## src/rtl/dpram_wpack.sv

```systemverilog
// Fill stage for the 128x32 byte-enabled tile buffer: packs an int8 valid/ready
// stream little-endian into 32-bit words and writes them through port A.
module dpram_wpack #(
   parameter int AW = 7,
   parameter int LW = 8
) (
   input  logic          clk,
   input  logic          rst,
   input  logic          start,
   input  logic [AW-1:0] base_addr,
   input  logic [LW-1:0] len_words,
   input  logic [7:0]    s_data,
   input  logic          s_valid,
   input  logic          s_last,
   output logic          s_ready,
   output logic [3:0]    wea,
   output logic [AW-1:0] addra,
   output logic [31:0]   dina,
   output logic          busy,
   output logic          done,
   output logic          short
);

   typedef enum logic [1:0] {IDLE, FILL, DONE} state_t;

   state_t          state, state_nxt;
   logic [AW-1:0]   base_q;
   logic [LW-1:0]   len_q;
   logic [LW-1:0]   wcnt;
   logic [1:0]      lane;
   logic [3:0][7:0] pack;
   logic            acc, commit, cnt_hit, job_end;

   function automatic logic [3:0] lane_mask(input logic [1:0] l);
      logic [3:0] m;
      case (l)
         2'd0:    m = 4'b0001;
         2'd1:    m = 4'b0011;
         2'd2:    m = 4'b0111;
         default: m = 4'b1111;
      endcase
      return m;
   endfunction

   // Lanes below l come from the packing register, lane l is the byte being
   // accepted now, lanes above stay zero so stale bytes never leak out.
   function automatic logic [31:0] pack_word(input logic [3:0][7:0] p,
                                             input logic [7:0] b,
                                             input logic [1:0] l);
      logic [31:0] w;
      w = '0;
      for (int k = 0; k < 4; k++) begin
         if (k < int'(l))
            w[8*k +: 8] = p[k];
         else if (k == int'(l))
            w[8*k +: 8] = b;
      end
      return w;
   endfunction

   assign acc     = s_valid & s_ready;
   assign cnt_hit = (wcnt + LW'(1)) == len_q;
   assign commit  = acc & ((lane == 2'd3) | s_last);
   assign job_end = commit & (s_last | cnt_hit);

   always_ff @(posedge clk or posedge rst) begin
      if (rst)
         state <= IDLE;
      else
         state <= state_nxt;
   end

   always_comb begin
      state_nxt = state;
      case (state)
         IDLE: if (start) state_nxt = (len_words == '0) ? DONE : FILL;
         FILL: if (job_end) state_nxt = DONE;
         DONE: state_nxt = IDLE;
         default: state_nxt = IDLE;
      endcase
   end

   always_comb begin
      s_ready = 1'b0;
      busy    = 1'b0;
      done    = 1'b0;
      case (state)
         FILL: begin
            s_ready = 1'b1;
            busy    = 1'b1;
         end
         DONE: begin
            busy = 1'b1;
            done = 1'b1;
         end
         default: ;
      endcase
   end

   // Accept stage: byte lands in its lane; a completed word is presented next cycle.
   always_ff @(posedge clk or posedge rst) begin
      if (rst) begin
         base_q <= '0;
         len_q  <= '0;
         wcnt   <= '0;
         lane   <= '0;
         pack   <= '0;
         short  <= 1'b0;
         wea    <= '0;
         addra  <= '0;
         dina   <= '0;
      end else begin
         wea <= '0;
         if (state == IDLE && start) begin
            base_q <= base_addr;
            len_q  <= len_words;
            wcnt   <= '0;
            lane   <= '0;
            short  <= 1'b0;
         end else if (acc) begin
            pack[lane] <= s_data;
            if (commit) begin
               wea   <= lane_mask(lane);
               dina  <= pack_word(pack, s_data, lane);
               addra <= base_q + wcnt[AW-1:0];
               lane  <= '0;
               wcnt  <= wcnt + LW'(1);
               if (job_end)
                  short <= s_last & ~cnt_hit;
            end else begin
               lane <= lane + 2'd1;
            end
         end
      end
   end

endmodule

```

## config.mk

```make
export PLATFORM = sky130hd
export DESIGN_NAME = dpram_wpack
export DESIGN_NICKNAME = d
export VERILOG_FILES = /design/src/rtl/dpram_wpack.sv
export SDC_FILE = /design/constraint.sdc
export NUM_CORES = 1
export LEC_CHECK = 0
export ABC_AREA = 1
export CAP_MARGIN = 20
export CORE_MARGIN = 2
export CORE_UTILIZATION = 55
export CTS_CLUSTER_SIZE = 12
export DETAILED_ROUTE_END_ITERATION = 10
export GPL_TIMING_DRIVEN = 0
export PLACE_DENSITY_LB_ADDON = 0.2
export SLEW_MARGIN = 20
export SYNTH_ARGS = -nofsm -noshare
export SYNTH_HDL_FRONTEND = slang
export SYNTH_SLANG_ARGS = --single-unit
```

## constraint.sdc

```tcl
create_clock -name clk -period 8.85 [get_ports clk]
set_input_delay 1.77 -clock clk [delete_from_list [all_inputs] [get_ports clk]]
set_output_delay 1.77 -clock clk [all_outputs]
set_load 0.03 [all_outputs]
```

==> impl_metrics.csv <==
group,metric,value,unit
cts,cts_hold_buffers,0,
sta,fmax,279,MHz
min_path,min_path_cells,2,
synth,synth_common_cells,"nand2_1 (157), dfrtp_1 (95), o21ai_0 (60)",
sta,skew,8.44,ps
die,core,7770,um2
sta,worstMarginPinSlew,435,ps
synth,synth_enable_flop_cells,0,
sta,finalSetupTns,0,ps
synth,ys_seq_elements,95,
worst_setup_path,cp-end-kind,"output port",
place,dp_cells,695,
power_and_ir_drop,p_leak,2.58,nW
synth,ys_warn_count,0,
synth,syn_inst,518,
cells_and_area,final_nets,647,
sta,min_period_over_period,40.4,%
global_route,grt_util_all_layers,26.1,%
die,pin_count,75,
cells_and_area,multi_input_area,1790,um2
worst_setup_path,rr_worst_depth,8,
synth,yosysSeqAreaShare,53.7,%
cells_and_area,drive_gt1_share,7.57,%
drt,drc,0,
global_route,first_global_vias,3845,
synth,synth.area.top_cells,"dfrtp_1 (54%), nand2_1 (13%), o21ai_0 (6.8%), nand3_1 (4.4%), ha_1 (4.0%)",
global_route,grt_remaining_overflow,0,
die,dieArea,8780,um2
worst_setup_path,critical_path_class,"reg -> out",
cells_and_area,area_growth,25.5,%
cells_and_area,instances_no_fill,710,
synth,synth_top_area_cell,"dfrtp_1",
cts,post_cts_buffers,0,
place,dp.final_hpwl,7750,um
cts,root_buffer,"clkbuf_8",
synth,synth_most_common_cell,"nand2_1",
worst_setup_path,cp.arrival,1810,ps
drt,viasPerCell,5.52,
worst_setup_path,r2r-start,"lane[1]",
cts,cts.sinks,95,
die,rows,32,
worst_setup_path,rrSetupSlack,6330,ps
drt,vias,3922,
power_and_ir_drop,power_density,312,nW/um2
cts,cts_tree,"done",
cts,path_clk_slew,100,ps
worst_setup_path,path_max_fanout,4,
synth,ys_types,32,
cts,clk_path_buf_depth,2,
cts,clk_latency,370,ps
synth,syn_area_per_cell,8.55,um2
drt,drt_iter0_markers,194,
place,gp_congestion,0.915,
worst_setup_path,timing.rr.end,"pack[8]",
cts,cts_buffers,9,
global_route,grt_pass1_wl,17900,um
place,io_buffers,74,
synth,synth-async-reset-ratio,100,%
cts,cts_resized,0,
die,die_h,93.7,um
sta,rsz0062_at_grt,"false",
worst_setup_path,crit_start,"state[1]",
cells_and_area,seq_area,2380,um2
cts,htreeDepth,3,
synth,syn_area,4430,um2
die,start_util,57.0,%
min_path,hold_class,"reg -> reg",
drt,drtPass1Iterations,4,
synth,dominantRegCellSynth,"dfrtp_1",
synth,syn_nets,561,
min_path,holdCritStartpoint,"pack[5]",
cells_and_area,fill_cells,595,
drt,final_antenna_net_count,0,
power_and_ir_drop,irDropWorstVdd,0.153,mV
sta,fin_crit,3580,ps
synth,synth_top_area_share,53.7,%
worst_setup_path,start_kind,"register",
drt,post_drt_wl_per_cell,15.0,um
sta,finalMaxSlewViolations,0,
sta,setup_violations,0,
min_path,holdPathEnd,"pack[5]",
drt,drt-total-wl,10700,um
global_route,antenna_found_initial,0,
run_status,status,"complete, no violations",
global_route,grt_max_degree,63,
run,max-cap-violations,0,
sta,report.final.hold_viol_count,0,
worst_setup_path,worstPathRequired,7080,ps
cells_and_area,n_antenna_cell,0,
die,fp.dieW,93.7,um
sta,slew_headroom,71.0,%
critical path, stage by stage, from the launching register on:
cell,delay (ps)
dfrtp_1,400
inv_1,90
ha_1,240
clkdlybuf4s50_1,700
worst max path at each step:
stage                     cells after the start        to  slack, ps
after global routing                          3   s_ready       5220
after detailed placement                     10  addra[5]       5320
after CTS                                     3   s_ready       5270
after floorplan                               1  addra[0]       4600
after global placement                        2    wea[0]       3250
final                                         3   s_ready       5270
metrics by stage:
step	total power (W)	setup WS, ps	util (%)	instance area, um2	hold WS, ps
finish	0.00174	5270	71.5	5560	489
global route	0.00185	5220	71.5	5560	508
CTS	0.00174	5270	71.5	5560	490
detailed placement	0.00141	5320	68.6	5330	468
global placement	0.00138	3250	68.2	5300	463
floorplan	0.00114	4600	-	4430	448
where the power goes:
| group | internal, W | switching, W |
|---|---|---|
| Sequential | 0.000589 | 0.0000997 |
| Clock | 0.000175 | 0.000154 |
| Combinational | 0.000288 | 0.000430 |
| Total | 0.00105 | 0.000684 |
layer usage:
layer  track usage, %  part of all wire, %  vias to the layer above
met5                0                    0                        -
met4             11.0                  3.0                        0
met3             4.09                  5.3                       32
met2             45.2                   51                      153
met1             32.5                   41                     1882
li1                 -                    -                     1855
kinds of logic (layout without fill, tap and decap cells):
| group | after synthesis | count (layout) | share of synthesized area, % |
|---|---|---|---|
| buffers and inverters | 63 | 153 | 5.91 |
| adder cells (fa/ha/maj) | 15 | 15 | 4.41 |
| XOR/XNOR | 6 | 6 | 1.19 |
| flip-flops | 95 | 95 | 53.7 |
| AND/OR/NAND/NOR | 245 | 245 | 23.5 |
| AO/OA/AOI/OAI | 94 | 94 | 11.3 |
cells in the final DEF, fill, tap and decap left out, drive strengths merged:
cell and count:
nand3 40, xnor2 1, or2 2, a211oi 1
buf 9, clkdlybuf4s50 74, clkinv 3, inv 42
nand4 1, a31o 1, o21ai 69, nand3b 2
xor2 5, nor3 1, a21oi 4, o21bai 1
clkbuf 23, dfrtp 95, o22ai 2, nand2 162
and2 1, nor2 36, fa 1, ha 14
bufinv 2, a31oi 16
flip-flops by register name, summed over array words and instances, names as in the netlist:
| register | cells |
|---|---|
| addra | 7 |
| short | 1 |
| lane | 2 |
| base_q | 7 |
| dina | 32 |
| pack | 24 |
| len_q | 8 |
| wea | 4 |
| wcnt | 8 |
| state | 2 |
layout make-up:
type | count | share of cell area (%)
Tap cell | 102 | 2.30
Sequential cell | 95 | 42.8
Inverter | 43 | 2.99
Buffer | 20 | 1.80
Multi-Input combinational cell | 360 | 32.2
Clock inverter | 4 | 1.40
Clock buffer | 11 | 2.72
Timing Repair Buffer | 75 | 13.8
Note: power is estimated with default switching activity, not from simulation.
